[config.mk]
export PLATFORM = sky130hd
export DESIGN_NAME = osd_tep_sched
export DESIGN_NICKNAME = d
export VERILOG_FILES = /design/src/rtl/osd_tep_sched.sv
export SDC_FILE = /design/constraint.sdc
export NUM_CORES = 1
export LEC_CHECK = 0
export ABC_AREA = 1
export CAP_MARGIN = 0
export CORE_ASPECT_RATIO = 1.2
export CORE_MARGIN = 5
export CORE_UTILIZATION = 51
export DETAILED_ROUTE_END_ITERATION = 16
export PLACE_DENSITY = 0.85
export SYNTH_ARGS = -nofsm -noshare
export SYNTH_HDL_FRONTEND = slang
export SYNTH_SLANG_ARGS = --single-unit
[constraint.sdc]
create_clock -name clk -period 3.07 [get_ports clk]
set_clock_uncertainty 0.05 [all_clocks]
set_input_delay 0.4605 -clock clk [delete_from_list [all_inputs] [get_ports clk]]
set_output_delay 0.4605 -clock clk [all_outputs]
set_load 0.01 [all_outputs]
[src/rtl/osd_tep_sched.sv]
// OSD test-error-pattern scheduler: emits order-0, order-1 and (with OSD_ORDER2_EN) order-2
// candidate information words with their flipped-bit reliability cost, one per handshake.
module osd_tep_sched #(
  parameter int K         = 4,
  parameter int BIT_WIDTH = 6,
  parameter int IDX_W     = $clog2(K*K+1),
  parameter int CW        = BIT_WIDTH+1
) (
  input  logic                   clk,
  input  logic                   rst,
  input  logic                   start,
  input  logic [K-1:0]           a1k_in,
  input  logic [K*BIT_WIDTH-1:0] v1k_in,
  input  logic                   cand_ready,
  output logic                   cand_valid,
  output logic [K-1:0]           cand_u,
  output logic [K-1:0]           cand_mask,
  output logic [CW-1:0]          cand_cost,
  output logic [IDX_W-1:0]       cand_idx,
  output logic                   cand_last,
  output logic                   busy,
  output logic                   done
);

  localparam int IW = (K > 1) ? $clog2(K) : 1;

  typedef enum logic [2:0] {
    S_IDLE,
    S_ORD0,
    S_ORD1,
`ifdef OSD_ORDER2_EN
    S_ORD2,
`endif
    S_FIN
  } state_t;

  state_t                 state, state_n;
  logic [K-1:0]           a_r;
  logic [K*BIT_WIDTH-1:0] v_r;
  logic [IW-1:0]          i_r, i_n;
  logic [IDX_W-1:0]       idx_r, idx_n;
`ifdef OSD_ORDER2_EN
  logic [IW-1:0]          j_r, j_n;
`endif

  logic [K-1:0]  mask;
  logic [CW-1:0] cost;
  logic          valid;
  logic          last;

  // Most-negative code has no positive twin, so it clamps to the largest positive magnitude.
  function automatic logic [CW-1:0] mag(input logic [BIT_WIDTH-1:0] x);
    logic [BIT_WIDTH-1:0] n;
    if (x[BIT_WIDTH-1] && (x[BIT_WIDTH-2:0] == '0)) begin
      return CW'({(BIT_WIDTH-1){1'b1}});
    end else if (x[BIT_WIDTH-1]) begin
      n = -x;
      return CW'(n);
    end else begin
      return CW'(x);
    end
  endfunction

  always_ff @(posedge clk) begin
    if (rst) begin
      state <= S_IDLE;
      a_r   <= '0;
      v_r   <= '0;
      i_r   <= '0;
      idx_r <= '0;
`ifdef OSD_ORDER2_EN
      j_r   <= '0;
`endif
    end else begin
      state <= state_n;
      i_r   <= i_n;
      idx_r <= idx_n;
`ifdef OSD_ORDER2_EN
      j_r   <= j_n;
`endif
      if (state == S_IDLE && start) begin
        a_r <= a1k_in;
        v_r <= v1k_in;
      end
    end
  end

  always_comb begin
    state_n = state;
    i_n     = i_r;
    idx_n   = idx_r;
`ifdef OSD_ORDER2_EN
    j_n     = j_r;
`endif
    valid   = 1'b0;
    mask    = '0;
    cost    = '0;
    last    = 1'b0;
    busy    = 1'b0;
    done    = 1'b0;
    case (state)
      S_IDLE: begin
        if (start) begin
          state_n = S_ORD0;
          i_n     = '0;
          idx_n   = '0;
        end
      end
      S_ORD0: begin
        valid = 1'b1;
        busy  = 1'b1;
        if (cand_ready) begin
          state_n = S_ORD1;
          i_n     = '0;
          idx_n   = idx_r + IDX_W'(1);
        end
      end
      S_ORD1: begin
        valid = 1'b1;
        busy  = 1'b1;
        mask  = K'(1) << i_r;
        cost  = mag(v_r[i_r*BIT_WIDTH +: BIT_WIDTH]);
`ifndef OSD_ORDER2_EN
        last  = (i_r == IW'(K-1));
`endif
        if (cand_ready) begin
          idx_n = idx_r + IDX_W'(1);
          if (i_r == IW'(K-1)) begin
`ifdef OSD_ORDER2_EN
            state_n = S_ORD2;
            i_n     = '0;
            j_n     = IW'(1);
`else
            state_n = S_FIN;
`endif
          end else begin
            i_n = i_r + IW'(1);
          end
        end
      end
`ifdef OSD_ORDER2_EN
      S_ORD2: begin
        valid = 1'b1;
        busy  = 1'b1;
        mask  = (K'(1) << i_r) | (K'(1) << j_r);
        cost  = mag(v_r[i_r*BIT_WIDTH +: BIT_WIDTH]) + mag(v_r[j_r*BIT_WIDTH +: BIT_WIDTH]);
        last  = (i_r == IW'(K-2)) && (j_r == IW'(K-1));
        if (cand_ready) begin
          idx_n = idx_r + IDX_W'(1);
          if (last) begin
            state_n = S_FIN;
          end else if (j_r == IW'(K-1)) begin
            i_n = i_r + IW'(1);
            j_n = i_r + IW'(2);
          end else begin
            j_n = j_r + IW'(1);
          end
        end
      end
`endif
      S_FIN: begin
        done    = 1'b1;
        state_n = S_IDLE;
      end
      default: state_n = S_IDLE;
    endcase
  end

  assign cand_valid = valid;
  assign cand_mask  = mask;
  assign cand_cost  = cost;
  assign cand_last  = last;
  assign cand_u     = valid ? (a_r ^ mask) : '0;
  assign cand_idx   = valid ? idx_r : '0;

endmodule

Word-level counts from Yosys, hierarchy flattened --
Cells that the tools add are included.
Storage, ports and cells: output and inout port bits 24, word-level logic and storage cells 54, input port bits 32, register bits after elaboration 38
Operators by class: bitwise logic cells 1, reductions and logical operators 10, equality and inequality tests 10, $mul 1, shift-type cells 2, multiplexer cells 22, add/sub/neg operators 3
Operators by type and width (count):
- variable part select 24 x 6 -> 6 bit | 1
- 2-to-1 mux 6 bit | 3
- 2-to-1 mux 5 bit | 3
- 2-to-1 mux 3 bit | 4
- != test 2 bit, second input constant | 5
- one-hot mux 5 bit (2 select lines) | 1
- one-hot mux 3 bit (3 select lines) | 1
- 2-to-1 mux 2 bit | 4
- 2-to-1 mux 4 bit | 2
- == test 3 x 2 -> 1 bit, second input constant | 2
- negator 6 bit | 1
- one-hot mux 2 bit (3 select lines) | 1
- adder 5 x 1 -> 5 bit, second input constant | 1
- logical NOT 5 bit | 1
- AND reduction 5 bit | 1
- multiplier 2 x 2 -> 4 bit, second input constant | 1
- AND reduction 4 bit | 1
- left shift 1 x 2 -> 4 bit, first input constant | 1
- bitwise XOR 4 bit | 1
- == test 3 x 1 -> 1 bit, second input constant | 1
- logical NOT 3 bit | 1
- 2-to-1 mux 1 bit | 3
- AND reduction 3 bit | 1
- nonzero test 3 bit | 1
- 6 further kinds | 7

Longest topological paths before layout --
depth after elaboration 6, gate-level depth with buffers 15, mapped depth without buffers 14

Worst setup path before layout --
No wires, ideal clock.
kind register to output, start reg i_r[0], end out cand_cost[1], data required time 2.559 ns, stages on the path, launching flop included 14, slack 0.733 ns, buffers on the path 1, data arrival time 1.827 ns, cells stage by stage dfxtp_1 -> inv_2 -> buf_6 -> nand2_1 -> nand3_1 -> nand2_2 -> ha_1 -> inv_1 -> nor3_1 -> ha_1 -> inv_1 -> nand2_1 -> nor2_1 -> a211oi_1
Between the ends: longest elaborated chain between the ends 6, elaborated cells on any way between the ends 8, classes of those cells 1 x add/sub; 1 x mul; 1 x shift; 3 x mux; 2 x reduce/logical
RTL lines:
- from (decl) | RTL line 40 | logic [IW-1:0] i_r, i_n;
- from (signal assigned) | RTL line 76 | i_r <= i_n;
- multiplier 2 x 2 -> 4 bit (*) | RTL line 122 | cost = mag(v_r[i_r*BIT_WIDTH +: BIT_WIDTH]);
- variable part select 24 x 6 -> 6 bit (*) | RTL line 122
- negator 6 bit / logical NOT 5 bit (equally long branches) | RTL line 57, 54
- 2-to-1 mux 6 bit / logical AND 1 bit (equally long branches) | RTL line 56, 54
- 2-to-1 mux 6 bit (*) | RTL line 54 | if (x[BIT_WIDTH-1] && (x[BIT_WIDTH-2:0] == '0)) begin
- 2-to-1 mux 6 bit (*) | RTL line 101 | case (state)
- to (decl) | RTL line 18 | output logic [CW-1:0] cand_cost,
Mark *: on every way between the ends. The rest lies on a longest branch, timed or not.

Final worst setup path --
start reg i_r[0], end out cand_cost[2]
The elaborated chain is that of the path after synthesis.

==> summary.md <==
| Metric | Value |
|---|---|
| Async S/R FF share, synth | 0 |
| Inserted Clock Buffers | 5 |
| Static power due to leakage | about 1.2 nW |
| Worst slew margin relative to its limit | 0.497 |
| Final hold violation count | 0 |
| Number of clock sinks | 37 |
| Maximum count of clock buffers along a single path | 2 |
| Number of warnings printed during yosys synthesis | 0 |
| Final weighted congestion in routability-driven placement | about 0.84 |
| Syn-to-layout area delta | 34.3% |
| Main combinational cell family by area after synthesis | simple AND/OR/NAND/NOR gates |
| Area of all sequential standard cells | 742 um2 |
| Worst skew pair latency | between 0.2 and 0.3 ns |
| Number of buffers added on ports | 54 |
| Part of the power in registers | 0.315 |
| Row count | 24 |
| Combined area of all synthesized cells | between 0.0015 and 0.002 mm2 |
| Placement-stage cell area | 0.00251 mm2 |
| Fraction of the cycle the final worst path needs | 0.927 |
| Area taken by multi-input logic gates | ~0.0010 mm2 |
| Proportion of netlist area held by the largest area contributor | 0.375 |
| Total Routed Length | roughly 5.0 mm |
| DRC violation count after routing | 0 |
| CTS HTree Levels | 2 |
| Detailed-router iteration count before antenna repair | 4 |
| Clock tree from TritonCTS | yes |
| GRT Total Usage | 0.200 |
| Highest attainable clock frequency | 351 MHz |
| Global Route met3 Usage | 0.0457 |
| Core Area | 0.00369 mm2 |
| Transition at the pin with the smallest max-transition slack | between 0.7 and 0.8 ns |
| Final count of pins violating max slew | 0 |
| Worst min-delay path class | reg -> reg |
| Final Setup Violations | 0 |
| Post-synthesis share of cell area spent on xor and xnor gates | 0 |
| Simple logic cell fraction of the synthesized area | 0.263 |
| Post-CTS setup buffers | 0 |
| Critical Path End Type | output port |
| Number of flip-flops and latches in the synthesized netlist | 37 |
| Total die area | roughly 0.0052 mm2 |
| Part of the total power dissipated in combinational logic | 0.455 |
| Library cell with the largest summed area after synthesis | dfxtp_1 |
| Fraction of the mapped netlist area in compound gates | 0.179 |
| Switching power of the nets | ~0.85 mW |
| Number of global-route vias before repair | ~1900 |
| Sum Neg Setup Slack | 0 ns |
| Via total after detailed routing | roughly 2000 |
| Setup WS pre-CTS | 0.210 ns |
| Critical path class | reg -> out |
| Power density over cell area | between 800 and 900 mW/mm2 |
| Post-Synth Adder-Cell Area | 0.0761 |
| Sequential share of the synthesized area | 0.375 |
| Worst-case setup margin in the final layout | between 0.2 and 0.25 ns |
| Maximum number of pins on one net before global-route repair | 32 |
| Switch share | 0.391 |
| Via density per instance | between 5 and 6 |
| Syn nets | about 340 |
| Post-synthesis area per instance | 6.71 um2 |
| Final layout net count | a little under 400 |
| Post-synthesis cell type count | 24 |
| Top Ports | 56 |
| Global route overflow | 0 |
| Number of instances in the synthesized netlist | 294 |
| Critical path required time | 2.56 ns |
| Status | completed |
| Most used flip-flop cell after synthesis | dfxtp_1 |
| Met1 capacity usage during global routing | 0.226 |
| Wire length of the first global-routing pass | ~8 mm |
| Synth top area cells | dfxtp_1, nor2_1, o21ai_0, nand2_1, ha_1 |
| Final hold slack | between 0.4 and 0.5 ns |
| Root buffer selected by CTS | clkbuf_8 |
| Filler cell count in the final layout | slightly above 300 |
| Share of cell area taken by muxes after synthesis | 0 |
| Final ANT Viol Nets | 0 |
| Layout Cells excl Fill | slightly below 400 |
| Proportion of layout cells with a drive suffix above 1 | 0.0585 |
| Starting density of the core | 0.534 |
| Clock network fraction of total power | 0.230 |
| Startpoint types | flip-flop |
| Number of enable-type register cells in the synthesized netlist | 0 |
| Number of placed instances with taps included | 386 |
| Highest-utilization routing layer at the global route stage | met2 |
| Inserted Diodes | 0 |
| Final instance area | about 0.0027 mm2 |
| Number of antenna violations at the first check in global routing | 0 |
| P_int | 1.32 mW |
| Post-DR wirelength/cell | roughly 13 um |
| Worst-case vdd ir drop | ~0.53 mV |
| Clock-pin slew reported for the worst setup and hold paths after clock tree synthesis | ~0.070 ns |
| Max Cap Violations | 0 |
| Die Height | ~78 um |
| Final min period | 2.85 ns |
| Largest fanout of any net on the critical path | 15 |
| Chip Width | roughly 67 um |
| Placed wire-length estimate | about 3.6 mm |
| Detailed router's first-iteration violation count | 148 |
| Arrival time of data at the critical path endpoint | around 2.3 ns |
| Post-CTS Hold Buffers | 0 |
| Met2 global-route usage | 0.339 |
-- repair_timing --
| item | CTS | global route |
|---|---|---|
| pin swaps | 0 | 0 |
| endpoints found under the setup margin | 6 | 2 |
| gates resized for setup | 7 | 2 |
-- power by group through the flow --
stage | clock (mW) | sequential [mW] | combinational, mW
floorplan | 0 | 0.667 | 0.677
global placement | 0 | 0.683 | 0.953
detailed placement | 0 | 0.689 | 0.982
CTS | 0.499 | 0.680 | 0.981
global route | 0.522 | 0.693 | 1.11
finish | 0.498 | 0.682 | 0.985
-- metrics by stage --
step                      total power, mW  utilization
final                                2.16        0.717
after global routing                 2.33        0.717
after CTS                            2.16        0.715
after detailed placement             1.67        0.680
after global placement               1.64        0.680
after floorplan                      1.34            -
-- path summary, 6_finish.rpt --
| check | startpoint | end | slack [ns] | cells after the start |
|---|---|---|---|---|
| max | i_r[0] | cand_cost[2] | 0.22 | 15 |
| max reg2reg | state[0] | idx_r[4] | 0.87 | 9 |
| min | v_r[15] | v_r[15] | 0.42 | 2 |
| min reg2reg | v_r[15] | v_r[15] | 0.42 | 2 |
-- cells in the final DEF (no fill, tap or decap) --
| cell | netlist | layout |
|---|---|---|
| bufinv_16 | 0 | 2 |
| o211a_1 | 1 | 1 |
| nand2_1 | 45 | 44 |
| nor3_1 | 3 | 2 |
| nor3_2 | 0 | 1 |
| dlymetal6s2s_1 | 0 | 1 |
| o22ai_1 | 1 | 1 |
| nand3_2 | 1 | 1 |
| conb_1 | 1 | 1 |
| nand2_2 | 1 | 2 |
| buf_4 | 3 | 2 |
| o22a_2 | 1 | 1 |
| and3b_1 | 1 | 1 |
| clkinv_2 | 0 | 1 |
| dfxtp_2 | 0 | 1 |
| o21ai_0 | 43 | 43 |
| a21oi_1 | 21 | 21 |
| dlygate4sd2_1 | 0 | 5 |
| nor2_1 | 58 | 58 |
| nand3_1 | 17 | 17 |
| inv_1 | 30 | 30 |
| clkdlybuf4s50_1 | 0 | 48 |
| ha_1 | 12 | 12 |
| a211oi_1 | 1 | 1 |
| inv_2 | 3 | 3 |
| dfxtp_1 | 37 | 36 |
| or2_2 | 1 | 1 |
| clkbuf_8 | 0 | 5 |
-- cell usage after synthesis, types with 3 or more instances --
| master | number |
|---|---|
| nor2_1 | 58 |
| nand2_1 | 45 |
| o21ai_0 | 43 |
| dfxtp_1 | 37 |
| inv_1 | 30 |
| a21oi_1 | 21 |
| nand3_1 | 17 |
| ha_1 | 12 |
| clkbuf_1 | 8 |
| buf_2 | 3 |
| buf_4 | 3 |
| inv_2 | 3 |
| nor3_1 | 3 |
-- routing by layer --
metal,vias to the layer above,part of all wire
met4,0,0.028
met1,899,0.42
li1,1028,-
met3,11,0.054
met5,-,0
met2,71,0.50
-- state kept, by name, summed over array words and instances, names as in the netlist --
signal / cells
v_r: 24
idx_r: 5
a_r: 4
i_r: 2
state: 2
-- logic make-up after synthesis --
group	count (synthesis)
AND/OR/NAND/NOR	127
AO/OA/AOI/OAI	68
buffers and inverters	49
flip-flops	37
adder cells (fa/ha/maj)	12
other	1
-- layout make-up --
class / count / area share
flip-flops and latches: 37 / 0.280
clock buffers: 5 / 0.0260
clock inverters: 3 / 0.0246
repair buffers: 56 / 0.208
inverters: 33 / 0.0467
multi-input cells: 208 / 0.390
well taps: 52 / 0.0246
-- worst max-delay path, stage by stage, from the launching register on --
cell and delay (ns):
dfxtp_1 0.32, buf_4 0.18, nand2_1 0.08, nand3_1 0.09
nand2_2 0.10, ha_1 0.17, inv_1 0.06, nor3_2 0.17
ha_1 0.16, inv_1 0.05, nor2_1 0.14, inv_1 0.07
nand3_1 0.08, nand2_1 0.05, inv_1 0.06, dlygate4sd2_1 0.26
Power figures use the tool's default switching activity.
